[config.mk]
export PLATFORM = sky130hd
export DESIGN_NAME = fnd_scan_controller
export DESIGN_NICKNAME = d
export VERILOG_FILES = /design/src/rtl/fnd_scan_controller.sv
export SDC_FILE = /design/constraint.sdc
export NUM_CORES = 1
export LEC_CHECK = 0
export BUFFER_PORTS_ARGS = -buffer_cell sky130_fd_sc_hd__buf_2
export CORE_UTILIZATION = 37
export CTS_BUF_LIST = sky130_fd_sc_hd__clkbuf_8
export CTS_CLUSTER_SIZE = 24
export DETAILED_ROUTE_END_ITERATION = 10
export MAX_ROUTING_LAYER = met4
export SLEW_MARGIN = 5
export SYNTH_ARGS = -nofsm -noshare
export SYNTH_HDL_FRONTEND = slang
export SYNTH_SLANG_ARGS = --single-unit
[constraint.sdc]
create_clock -name clk -period 3.5 [get_ports clk]
set_input_delay 0.7 -clock clk [delete_from_list [all_inputs] [get_ports clk]]
set_output_delay 0.7 -clock clk [all_outputs]
set_load 0.02 [all_outputs]
[src/rtl/fnd_scan_controller.sv]
// Multiplexed seven-segment (FND) scan controller: per-digit prescaled scan with frame-latched shadow data.
// Optional leading-zero blanking is built when FND_LZ_SUPPRESS_EN is defined.
module fnd_scan_controller #(
  parameter int DIGITS  = 4,
  parameter int CLK_DIV = 100000
) (
  input  logic                  clk,
  input  logic                  reset_n,
  input  logic                  en,
  input  logic [4*DIGITS-1:0]   value,
  input  logic [DIGITS-1:0]     dp,
  output logic [7:0]            seg,
  output logic [DIGITS-1:0]     seg_common,
  output logic                  frame_start
);

  localparam int CW = $clog2(CLK_DIV);
  localparam int IW = (DIGITS > 1) ? $clog2(DIGITS) : 1;
  localparam logic [CW-1:0] CNT_MAX = CW'(CLK_DIV - 1);
  localparam logic [IW-1:0] IDX_MAX = IW'(DIGITS - 1);

  logic [CW-1:0]         count, count_n;
  logic [IW-1:0]         idx, idx_n;
  logic [4*DIGITS-1:0]   shadow_v, shadow_v_n;
  logic [DIGITS-1:0]     shadow_dp, shadow_dp_n;
  logic [7:0]            seg_n;
  logic [DIGITS-1:0]     common_n;
  logic                  frame_n;
  logic                  tick;
  logic [3:0]            nibble;

  function automatic logic [6:0] hex_to_seg(input logic [3:0] n);
    case (n)
      4'h0: hex_to_seg = 7'h40;
      4'h1: hex_to_seg = 7'h79;
      4'h2: hex_to_seg = 7'h24;
      4'h3: hex_to_seg = 7'h30;
      4'h4: hex_to_seg = 7'h19;
      4'h5: hex_to_seg = 7'h12;
      4'h6: hex_to_seg = 7'h02;
      4'h7: hex_to_seg = 7'h78;
      4'h8: hex_to_seg = 7'h00;
      4'h9: hex_to_seg = 7'h10;
      4'hA: hex_to_seg = 7'h08;
      4'hB: hex_to_seg = 7'h03;
      4'hC: hex_to_seg = 7'h46;
      4'hD: hex_to_seg = 7'h21;
      4'hE: hex_to_seg = 7'h06;
      default: hex_to_seg = 7'h0E;
    endcase
  endfunction

  // The segment/anode registers are loaded from the *next* index and shadow so that
  // the digit shown always matches the index register with no skew.
  always_comb begin
    count_n     = count;
    idx_n       = idx;
    shadow_v_n  = shadow_v;
    shadow_dp_n = shadow_dp;
    frame_n     = 1'b0;
    tick        = en && (count == CNT_MAX);

    if (en) begin
      count_n = tick ? '0 : count + 1'b1;
      if (tick) begin
        if (idx == IDX_MAX) begin
          idx_n       = '0;
          shadow_v_n  = value;
          shadow_dp_n = dp;
          frame_n     = 1'b1;
        end else begin
          idx_n = idx + 1'b1;
        end
      end
    end

    nibble          = shadow_v_n[4*idx_n +: 4];
    seg_n           = {~shadow_dp_n[idx_n], hex_to_seg(nibble)};
    common_n        = '1;
    common_n[idx_n] = 1'b0;

`ifdef FND_LZ_SUPPRESS_EN
    begin
      logic lz;
      lz = (idx_n != '0);
      for (int j = 0; j < DIGITS; j++) begin
        if ((j >= int'(idx_n)) && (shadow_v_n[4*j +: 4] != 4'h0)) lz = 1'b0;
      end
      if (lz) seg_n[6:0] = 7'h7F;
    end
`endif

    if (!en) begin
      seg_n    = 8'hFF;
      common_n = '1;
    end
  end

  always_ff @(posedge clk) begin
    if (!reset_n) begin
      count       <= '0;
      idx         <= IDX_MAX;
      shadow_v    <= '0;
      shadow_dp   <= '0;
      seg         <= 8'hFF;
      seg_common  <= '1;
      frame_start <= 1'b0;
    end else begin
      count       <= count_n;
      idx         <= idx_n;
      shadow_v    <= shadow_v_n;
      shadow_dp   <= shadow_dp_n;
      seg         <= seg_n;
      seg_common  <= common_n;
      frame_start <= frame_n;
    end
  end

endmodule

==> results.py <==
metrics = {
    "drt": {
        "num_vias": 2041,
        "detail_route.wl_per_cell_um": 13.63,
        "drt_iter0_markers": 89,
        "drt_drc_violations_left": 0,
        "routed_wirelength_um": 5289,
        "drt_pre_antenna_iters": 4,
        "routed_via_count_divided_by_cell_count": 5.260,
        "drtAntennaViolNets": 0,
    },
    "global_route": {
        "met1_global_route_usage_pct": 20.31,
        "top_usage_layer": "met2",
        "first_pass_grt_wire_length_um": 8956,
        "largest_net_degree_at_the_start_of_global_routing": 24,
        "gr-total-overflow": 0,
        "met3_usage_pct": 4.352,
        "grt_antenna_before_repair": 0,
        "globalRouteMet2Util_pct": 26.53,
        "grt_usage_pct": 16.39,
        "grt_pass1_vias": 1884,
    },
    "synthesis": {
        "synth_flop_cell": "dfxtp_1",
        "syn_inst": 270,
        "postSynthAreaPerCell_um2": 9.134,
        "synth_enable_flop_cells": 0,
        "synth.lib_cells_used.distinct": 47,
        "synth_area_mm2": 0.002466,
        "ys_seq_elements": 52,
        "ys_async_sr_fraction_pct": 0,
        "yosys_warnings": 0,
        "synth_seq_area_share_pct": 42.21,
        "post_syn_nets": 301,
    },
    "setup_path": {
        "criticalPathCategory": "flop to flop",
        "cp_data_arrival_time_ns": 3.29,
        "timing.critical_path.required_ns": 3.69,
        "maximum_fanout_along_the_worst_path": 8,
        "slowest_delay_ns": 0.35,
        "worstReg2RegEnd": "seg[6]",
        "critical-path-slowest-cell": "dfxtp_1",
        "timing.critical_path.cells": "ha_1, and4b_1, nand4_1, buf_4, o21ai_1, and2_1, o22ai_1, nor3_1, inv_1, ha_1, mux2_2, a221o_1",
        "worst_setup_path_end_kind": "flop",
        "timing.critical_path.from_type": "flop",
        "reg2reg_depth": 12,
        "reg2reg_from": "count[0]",
        "reg2reg_setup_slack_ns": 0.41,
        "cpMostUsedCell": "ha_1",
    },
    "final_layout": {
        "areaGrowthSynthToFinish_pct": 15.73,
        "layout_common_cells": "dfxtp_1, nor2_1, buf_2",
        "num-nets-final": 342,
        "antenna_cells_inserted": 0,
        "final_area_mm2": 0.002854,
        "mostFrequentLayoutCell": "dfxtp_1",
        "drive_gt1_share_pct": 21.22,
    },
    "clock_network": {
        "cts-hold-fix-buffers": 0,
        "cts-buffers-inserted": 5,
        "clock_sinks": 52,
        "tritoncts": "yes",
        "ctsRootBufferMaster": "clkbuf_8",
        "worst_skew_pair.late_latency_ns": 0.30,
        "cts_setup_buffers": 0,
        "clkTransAtPathRegs_ns": 0.09,
        "htreeDepth": 2,
        "cts_max_path_buffers": 2,
        "postCtsResizedCells": 0,
    },
    "floorplan": {
        "fp.dieH_um": 83.64,
        "initial_utilization_pct": 38.62,
        "design.core.area_mm2": 0.006386,
        "fp.dieArea_mm2": 0.006996,
        "rows": 29,
        "floorplan.io_pins": 36,
        "dieWidth_um": 83.64,
    },
    "sta": {
        "tightestPinTransition_ns": 0.7610,
        "timing.final.hold_violations": 0,
        "finalSetupViolCount": 0,
        "timing.slew.headroom_pct": 49.21,
        "maxClockFrequency_ghz": 0.3232,
        "slew_viol_final": 0,
        "timing.final.crit_period_ns": 3.094,
        "setup_repair_after_global_routing_missed_its_margin": "no",
        "finClkSkew_ns": 0.003958,
        "finalSetupTns_ns": 0,
        "final.period_utilization_pct": 88.40,
    },
    "placed_design": {
        "gp_congestion": 0.8748,
        "place.detailed.hpwl_um": 3941,
        "detailed_place.area_mm2": 0.002758,
        "placement.io_buffers": 35,
    },
    "pwr": {
        "power.leakage_nw": 1.229,
        "worst_case_vdd_ir_drop_uv": 182.1,
        "p_per_area_mw_per_mm2": 353.2,
    },
    "outcome": {
        "run_status": "complete, no violations",
    },
    "min_path": {
        "hold_start": "shadow_dp[2]",
        "worstHoldPathType": "flop to flop",
        "min_to": "shadow_dp[2]",
        "hold_depth": 2,
    },
    "flow_run": {
        "cap_violations": 0,
    },
}
## cell families (layout without fill, tap and decap cells)
logic type               count (synthesis)  in the layout  share of synthesized area (%)
XOR/XNOR                                13             13                          4.617
AND/OR/NAND/NOR                        109            109                          23.29
buffers and inverters                   21             62                          4.059
multiplexers                            21             21                          8.828
adder cells (fa/ha/maj)                  8              8                          4.059
AO/OA/AOI/OAI                           46             46                          12.94
flip-flops                              52             52                          42.21
## state kept, by name, summed over array words and instances, names as in the netlist
signal,flops
seg,8
shadow_dp,4
count,17
seg_common,4
frame_start,1
shadow_v,16
idx,2
## synthesized netlist by cell type, drive strengths merged (2+ instances only)
library cell  number  area (µm²)
a2111oi            2       42.54
a21boi             2       15.01
a21oi             13       65.06
a221o              3       30.03
a22oi              7       57.55
and2               7       45.05
and4               3       28.78
buf                8       51.29
clkbuf             5       18.77
dfxtp             52        1041
ha                 8       100.1
inv                8       30.03
mux2               3       37.53
mux2i             18       180.2
nand2             19       71.32
nand3              9       57.56
nand4             14       87.58
nand4b             2       17.52
nor2              38       142.6
nor2b              3       18.77
nor3               5       30.03
o21ai             13       65.06
o22ai              2       12.51
or3                2       12.51
xnor2              2       17.52
xor2              11       96.34
## worst max-delay path, delay by kind of cell, from the launching register on
family                   cells  cell delay, ns
AO/OA/AOI/OAI                3            0.71
adder cells (fa/ha/maj)      2            0.46
buffers and inverters        2            0.34
flip-flops                   1            0.35
multiplexers                 1            0.26
AND/OR/NAND/NOR              4            0.88
## power breakdown
group	switching [mW]	total (mW)	internal, mW
registers	0.00196	0.599	0.597
logic	0.0288	0.0488	0.0200
clock network	0.184	0.360	0.176
## worst max-delay path by stage
stage / startpoint / end / slack (ns) / cells after the start
floorplan: en / seg[6] / 0.14 / 13
global placement: en / seg[6] / 0.25 / 12
CTS: count[0] / seg[6] / 0.39 / 12
detailed placement: en / seg[6] / 0.17 / 12
finish: count[0] / seg[6] / 0.41 / 12
global route: count[0] / seg[3] / 0.13 / 14
## metal layers
| metal | wire length (µm) | up-vias |
|---|---|---|
| met5 | 0 | - |
| met4 | 48 | 0 |
| met3 | 202 | 4 |
| met2 | 2528 | 47 |
| met1 | 2509 | 950 |
| li1 | - | 1040 |
## final cells by class
type	count	area, µm²
sequential	52	1041
fill	632	3532
multi-input combinational	197	1325
inverter	8	30.03
tap	77	96.34
timing repair buffer	47	265.3
clock buffer	7	96.34
## stage by stage
step	hold WS [ns]	total power [mW]	instances	utilization [%]	worst slack, ns
global route	0.5314	1.055	388	44.69	0.1309
global placement	0.4759	0.6629	381	43.18	0.2534
finish	0.5021	1.008	388	44.69	0.4060
CTS	0.5065	1.024	388	44.69	0.3870
detailed placement	0.4858	0.6628	381	43.18	0.1744
floorplan	0.4568	0.6372	270	-	0.1418
Note: power is estimated with default switching activity, not from simulation.
